$ cat src/rtl/wb_arb_pkg.sv
// Shared types for the two-master Wishbone arbiter: arbiter states, master
// identifiers, watchdog width and the round-robin pick helper.
package wb_arb_pkg;

  typedef enum logic [1:0] {
    ARB_IDLE = 2'd0,
    ARB_GNT0 = 2'd1,
    ARB_GNT1 = 2'd2
  } arb_state_t;

  localparam logic ARB_M0 = 1'b0;
  localparam logic ARB_M1 = 1'b1;

  localparam int unsigned WDOG_WIDTH = 16;

  // Winner for an idle bus; on a tie the master that did not own the bus last wins.
  function automatic logic rr_pick(input logic req0, input logic req1, input logic last);
    logic pick;
    pick = ARB_M0;
    if (req0 && req1) begin
      pick = ~last;
    end else if (req1) begin
      pick = ARB_M1;
    end
    return pick;
  endfunction

endpackage

$ cat src/rtl/wb_arb_watchdog.sv
// Bus-hold watchdog: counts strobed cycles without a slave ack while the bus is
// granted and flags a timeout when the count reaches TIMEOUT.
module wb_arb_watchdog
  import wb_arb_pkg::*;
#(
  parameter int TIMEOUT = 255
) (
  input  logic clk,
  input  logic rst,
  input  logic granted_i,
  input  logic stb_i,
  input  logic ack_i,
  output logic timeout_o
);

  localparam logic [WDOG_WIDTH-1:0] LIMIT = WDOG_WIDTH'(TIMEOUT);

  logic [WDOG_WIDTH-1:0] cnt_q, cnt_d;

  // Idle cycles clear the count, so every new grant starts from zero.
  always_comb begin
    cnt_d = cnt_q;
    if (!granted_i || ack_i) begin
      cnt_d = '0;
    end else if (stb_i && (cnt_q != LIMIT)) begin
      cnt_d = cnt_q + 1'b1;
    end
  end

  always_ff @(posedge clk or negedge rst) begin
    if (!rst) begin
      cnt_q <= '0;
    end else begin
      cnt_q <= cnt_d;
    end
  end

  assign timeout_o = granted_i && (cnt_q == LIMIT);

endmodule

$ cat src/rtl/wb_arbiter_2m.sv
// Two-master round-robin Wishbone arbiter in front of a single slave.
// Optional bus watchdog enabled by defining WB_ARB_TIMEOUT_EN.
module wb_arbiter_2m
  import wb_arb_pkg::*;
#(
  parameter int DATA_WIDTH = 32,
  parameter int ADDR_WIDTH = 32,
  parameter int TIMEOUT    = 255
) (
  input  logic                  clk,
  input  logic                  rst,
  input  logic                  m0_cyc,
  input  logic                  m0_stb,
  input  logic                  m0_we,
  input  logic [ADDR_WIDTH-1:0] m0_adr,
  input  logic [DATA_WIDTH-1:0] m0_dat_o,
  output logic [DATA_WIDTH-1:0] m0_dat_i,
  output logic                  m0_ack,
  output logic                  m0_err,
  input  logic                  m1_cyc,
  input  logic                  m1_stb,
  input  logic                  m1_we,
  input  logic [ADDR_WIDTH-1:0] m1_adr,
  input  logic [DATA_WIDTH-1:0] m1_dat_o,
  output logic [DATA_WIDTH-1:0] m1_dat_i,
  output logic                  m1_ack,
  output logic                  m1_err,
  output logic                  s_cyc,
  output logic                  s_stb,
  output logic                  s_we,
  output logic [ADDR_WIDTH-1:0] s_adr,
  output logic [DATA_WIDTH-1:0] s_dat_o,
  input  logic [DATA_WIDTH-1:0] s_dat_i,
  input  logic                  s_ack
);

  if (TIMEOUT < 1 || TIMEOUT > 65535) begin : g_bad_timeout
    $error("wb_arbiter_2m: TIMEOUT must be within 1..65535");
  end

  arb_state_t state_q, state_d;
  logic       last_q, last_d;
  logic       wdog_err;

  logic [1:0] gnt_vec;
  logic [1:0] cyc_vec;
  logic [1:0] ack_vec;
  logic [1:0] err_vec;

`ifdef WB_ARB_TIMEOUT_EN
  wb_arb_watchdog #(
    .TIMEOUT(TIMEOUT)
  ) u_wdog (
    .clk       (clk),
    .rst       (rst),
    .granted_i (state_q != ARB_IDLE),
    .stb_i     (s_stb),
    .ack_i     (s_ack),
    .timeout_o (wdog_err)
  );
`else
  assign wdog_err = 1'b0;
`endif

  // An owner always passes through IDLE before the other master is granted,
  // which gives the slave a cycle to clear its ack.
  always_comb begin
    state_d = state_q;
    last_d  = last_q;
    case (state_q)
      ARB_IDLE: begin
        if (m0_cyc || m1_cyc) begin
          state_d = (rr_pick(m0_cyc, m1_cyc, last_q) == ARB_M0) ? ARB_GNT0 : ARB_GNT1;
        end
      end
      ARB_GNT0: begin
        if (!m0_cyc || wdog_err) begin
          state_d = ARB_IDLE;
          last_d  = ARB_M0;
        end
      end
      ARB_GNT1: begin
        if (!m1_cyc || wdog_err) begin
          state_d = ARB_IDLE;
          last_d  = ARB_M1;
        end
      end
      default: begin
        state_d = ARB_IDLE;
      end
    endcase
  end

  always_ff @(posedge clk or negedge rst) begin
    if (!rst) begin
      state_q <= ARB_IDLE;
      last_q  <= ARB_M1;
    end else begin
      state_q <= state_d;
      last_q  <= last_d;
    end
  end

  always_comb begin
    s_cyc   = 1'b0;
    s_stb   = 1'b0;
    s_we    = 1'b0;
    s_adr   = '0;
    s_dat_o = '0;
    case (state_q)
      ARB_GNT0: begin
        s_cyc   = m0_cyc;
        s_stb   = m0_stb;
        s_we    = m0_we;
        s_adr   = m0_adr;
        s_dat_o = m0_dat_o;
      end
      ARB_GNT1: begin
        s_cyc   = m1_cyc;
        s_stb   = m1_stb;
        s_we    = m1_we;
        s_adr   = m1_adr;
        s_dat_o = m1_dat_o;
      end
      default: begin
      end
    endcase
  end

  assign gnt_vec = {state_q == ARB_GNT1, state_q == ARB_GNT0};
  assign cyc_vec = {m1_cyc, m0_cyc};

  for (genvar gi = 0; gi < 2; gi++) begin : g_master
    assign ack_vec[gi] = s_ack & gnt_vec[gi] & cyc_vec[gi];
    assign err_vec[gi] = wdog_err & gnt_vec[gi];
  end

  assign m0_ack   = ack_vec[0];
  assign m1_ack   = ack_vec[1];
  assign m0_err   = err_vec[0];
  assign m1_err   = err_vec[1];
  assign m0_dat_i = s_dat_i;
  assign m1_dat_i = s_dat_i;

endmodule
$ cat config.mk
export PLATFORM = sky130hd
export DESIGN_NAME = wb_arbiter_2m
export DESIGN_NICKNAME = d
export VERILOG_FILES = /design/src/rtl/wb_arb_pkg.sv /design/src/rtl/wb_arb_watchdog.sv /design/src/rtl/wb_arbiter_2m.sv
export SDC_FILE = /design/constraint.sdc
export NUM_CORES = 1
export LEC_CHECK = 0
export CORE_AREA = 2 2 117 119
export CTS_CLUSTER_SIZE = 24
export DETAILED_ROUTE_END_ITERATION = 16
export DIE_AREA = 0 0 119 121
export MAX_ROUTING_LAYER = met4
export SETUP_SLACK_MARGIN = 0.1
export SYNTH_ARGS = -nofsm -noshare
export SYNTH_HDL_FRONTEND = slang
export SYNTH_SLANG_ARGS = --single-unit
$ cat constraint.sdc
create_clock -name clk -period 2 [get_ports clk]
set_input_delay 0.4 -clock clk [delete_from_list [all_inputs] [get_ports clk]]
set_output_delay 0.4 -clock clk [all_outputs]
set_load 0.005 [all_outputs]
==> run metrics <==
Synth Instances=247; Switching Share=37.16%; RSZ-0062 raised after global routing=yes; sinks on the clock net=3; Die W=119 microns; Synth Area in XOR/XNOR=0%; Die ar.=0.01440 sq mm; switching power=2.181 mW; combinational cell fraction of total power=92.5%; n_diodes=0; Area after DPL=0.003616 sq mm; clock group share of total power=5.4%; vias in the first global route=2872; P_int=3.688 mW; failing checks=setup timing; Slew Limit Fails=0; Mapped Area=0.001769 sq mm; status=finished, violations left; CP Launch Type=flop; global route overflow=0; DR vias/cell=4.297; GRT Overall Usage=14.89%; via count=2617; area growth from synthesis to layout=164.5%; DP HPWL=6.007 mm; wire length per cell=17.92 microns; placed cell count=555; final worst setup slack=-0.09734 ns; P_leak=1.840 nW; mux cell area share after synthesis=0%; routability congestion estimate=0.8316; clk buf depth=2; Core Area=0.01309 sq mm; cell area after layout=0.004679 sq mm; Synth Area in Adders=2.829%; register area share after synthesis=4.314%; FMAX=476.8 MHz; post-route ant nets=0; iteration-0 DRC count of the detailed router=47; Crit Path Max Fanout=8; met2 wire len=5.819 mm; Unique masters post-synth=20; global-route wire length before repair=15.88 mm; Final setup violation count=54; Synth Area in Simple Gates=25.39%; # IOs=304; met3 routed WL=670 microns; clock insertion delay at the later pin of the skew report=0.23 ns; layout cell share with drive strength beyond 1=50.81%; CTS tree=built; maximum VDD drop=0.0005069 V; Synth Register Bits=3; initial antenna violation count=0; die height=121 microns; Final period util=104.9%; CTS root buf=clkbuf_16; Hold/Removal Path Class=in -> async; sequential share of power=2.1%; yosys warns=0; Worst Path Required=1.60 ns; final std cells w/o fill=609; Clock Skew=0.004132 ns; kind of critical path=reg -> out; Metal-1 WL=3.972 mm; largest family of logic cells by synthesized area=buffers and inverters; First-pass DRT Iterations=4; Fin Hold WS=0.3622 ns; Nets=607; CTS Buf Count=3; Avg Cell Area, Syn=7.163 sq um; largest net degree at the start of global routing=16; final setup TNS=-2.959 ns; endpoints failing hold=0; clock-pin transition on the worst setup and hold timing paths=0.03 ns; uppermost layer routed=met4; # DRC=0; post-synthesis compound-gate area fraction=31.68%; Pwr Density=1254 mW/mm^2; htree depth=1; Final min period=2.097 ns; Starting Density=13.52%; buffers added on ports=205; routed wire length=10.91 mm; row count=42; CP Data Arrival Time=1.70 ns; max_cap viols=0; element type at the critical path end=primary output
[path summary, 6_finish.rpt]
check                      startpoint          end  slack, ns  cells after the start
max                        state_q[1]  s_dat_o[29]       -0.1                      8
min                               rst   state_q[1]       0.36                      1
max reg2reg                state_q[0]   state_q[0]       0.29                      9
min reg2reg                    last_q       last_q       0.53                      2
max in group asynchronous         rst       last_q       1.41                      1
min in group clk               last_q       last_q       0.53                      2
[through the flow]
step           setup WS [ns]  total power, mW  utilization, %
5_1_grt              -0.1394            6.206           35.76
2_1_floorplan         0.3471            1.701               -
3_5_place_dp         -0.1725            3.169           27.63
4_1_cts              -0.1338            5.835           35.61
6_report            -0.09734            5.869           35.76
3_3_place_gp         -0.1062            3.137           27.63
[cell usage after synthesis]
| cell | number | area, sq um |
|---|---|---|
| nand2b_1 | 1 | 6.260 |
| clkbuf_1 | 7 | 26.28 |
| inv_1 | 4 | 15.01 |
| nor2b_1 | 67 | 419.2 |
| dfrtp_1 | 2 | 50.05 |
| buf_4 | 68 | 510.5 |
| conb_1 | 1 | 3.750 |
| o2bb2ai_1 | 2 | 17.52 |
| buf_2 | 11 | 55.05 |
| buf_6 | 2 | 22.52 |
| o21ai_1 | 2 | 10.01 |
| o21ai_0 | 1 | 5.000 |
| a31oi_1 | 1 | 6.260 |
| a21oi_1 | 1 | 5.000 |
| dfstp_2 | 1 | 26.28 |
| nand2_1 | 3 | 11.26 |
| a22oi_1 | 66 | 495.5 |
| a22oi_4 | 1 | 21.27 |
| and3_1 | 2 | 12.51 |
| ha_1 | 4 | 50.05 |
[power by group through the flow]
| stage | Combinational [mW] | Clock, mW | Sequential, mW |
|---|---|---|---|
| 6_report | 5.43 | 0.320 | 0.123 |
| 5_1_grt | 5.75 | 0.332 | 0.127 |
| 4_1_cts | 5.39 | 0.327 | 0.120 |
| 3_5_place_dp | 3.05 | 0 | 0.116 |
| 3_3_place_gp | 3.02 | 0 | 0.113 |
| 2_1_floorplan | 1.59 | 0 | 0.113 |
[cells by family (layout without fill, tap and decap cells)]
kind of cell | Yosys count | count (layout)
DFF | 3 | 3
other | 1 | 2
and+or+nand+nor | 73 | 73
buffers and inverters | 92 | 277
AOI/OAI and AO/OA | 74 | 74
adders and majority gates | 4 | 4
[cell usage in the layout (no fill, tap or decap), drive strengths merged, types with 2 or more instances in the layout]
master and count:
and3 2, nor2b 67, buf 129, clkdlybuf4s50 136, o2bb2ai 2, ha 4
dfrtp 2, clkbuf 6, conb 2, inv 4, a22oi 67, o21ai 3
nand2 3
[registers in the layout, indices dropped and copies added (netlist names)]
name and cells:
last_q 1, state_q 2
[per-layer routing]
layer / vias to the layer above / global-route usage (%)
li1: 1183 / -
met1: 1229 / 15.35
met2: 155 / 27.80
met3: 50 / 2.444
met4: 0 / 6.622
met5: - / -
[area by class of cell]
cell class,count,area [sq um]
Clock buffer,4,78.83
Fill cell,1324,8406
Inverter,4,15.01
Multi-Input combinational cell,153,1503
Sequential cell,3,76.32
Tap cell,176,220.2
Timing Repair Buffer,269,2786
[worst max-delay path, stage by stage (launching register included)]
cell     delay [ns]
dfrtp_1        0.41
buf_6          0.14
ha_4           0.17
buf_6          0.13
buf_12         0.13
buf_16         0.14
a22oi_2        0.17
nor2b_2        0.06
buf_2          0.12
[repair_timing]
action / 4_1_cts / 5_1_grt
gates resized for setup: 384 / 25
buffers inserted: 34 / 5
hold buffers: 0 / 0
pin swaps: 32 / 31
gates cloned: 19 / 2
endpoints found under the setup margin: 69 / 69
Note: power is estimated with default switching activity, not from simulation.
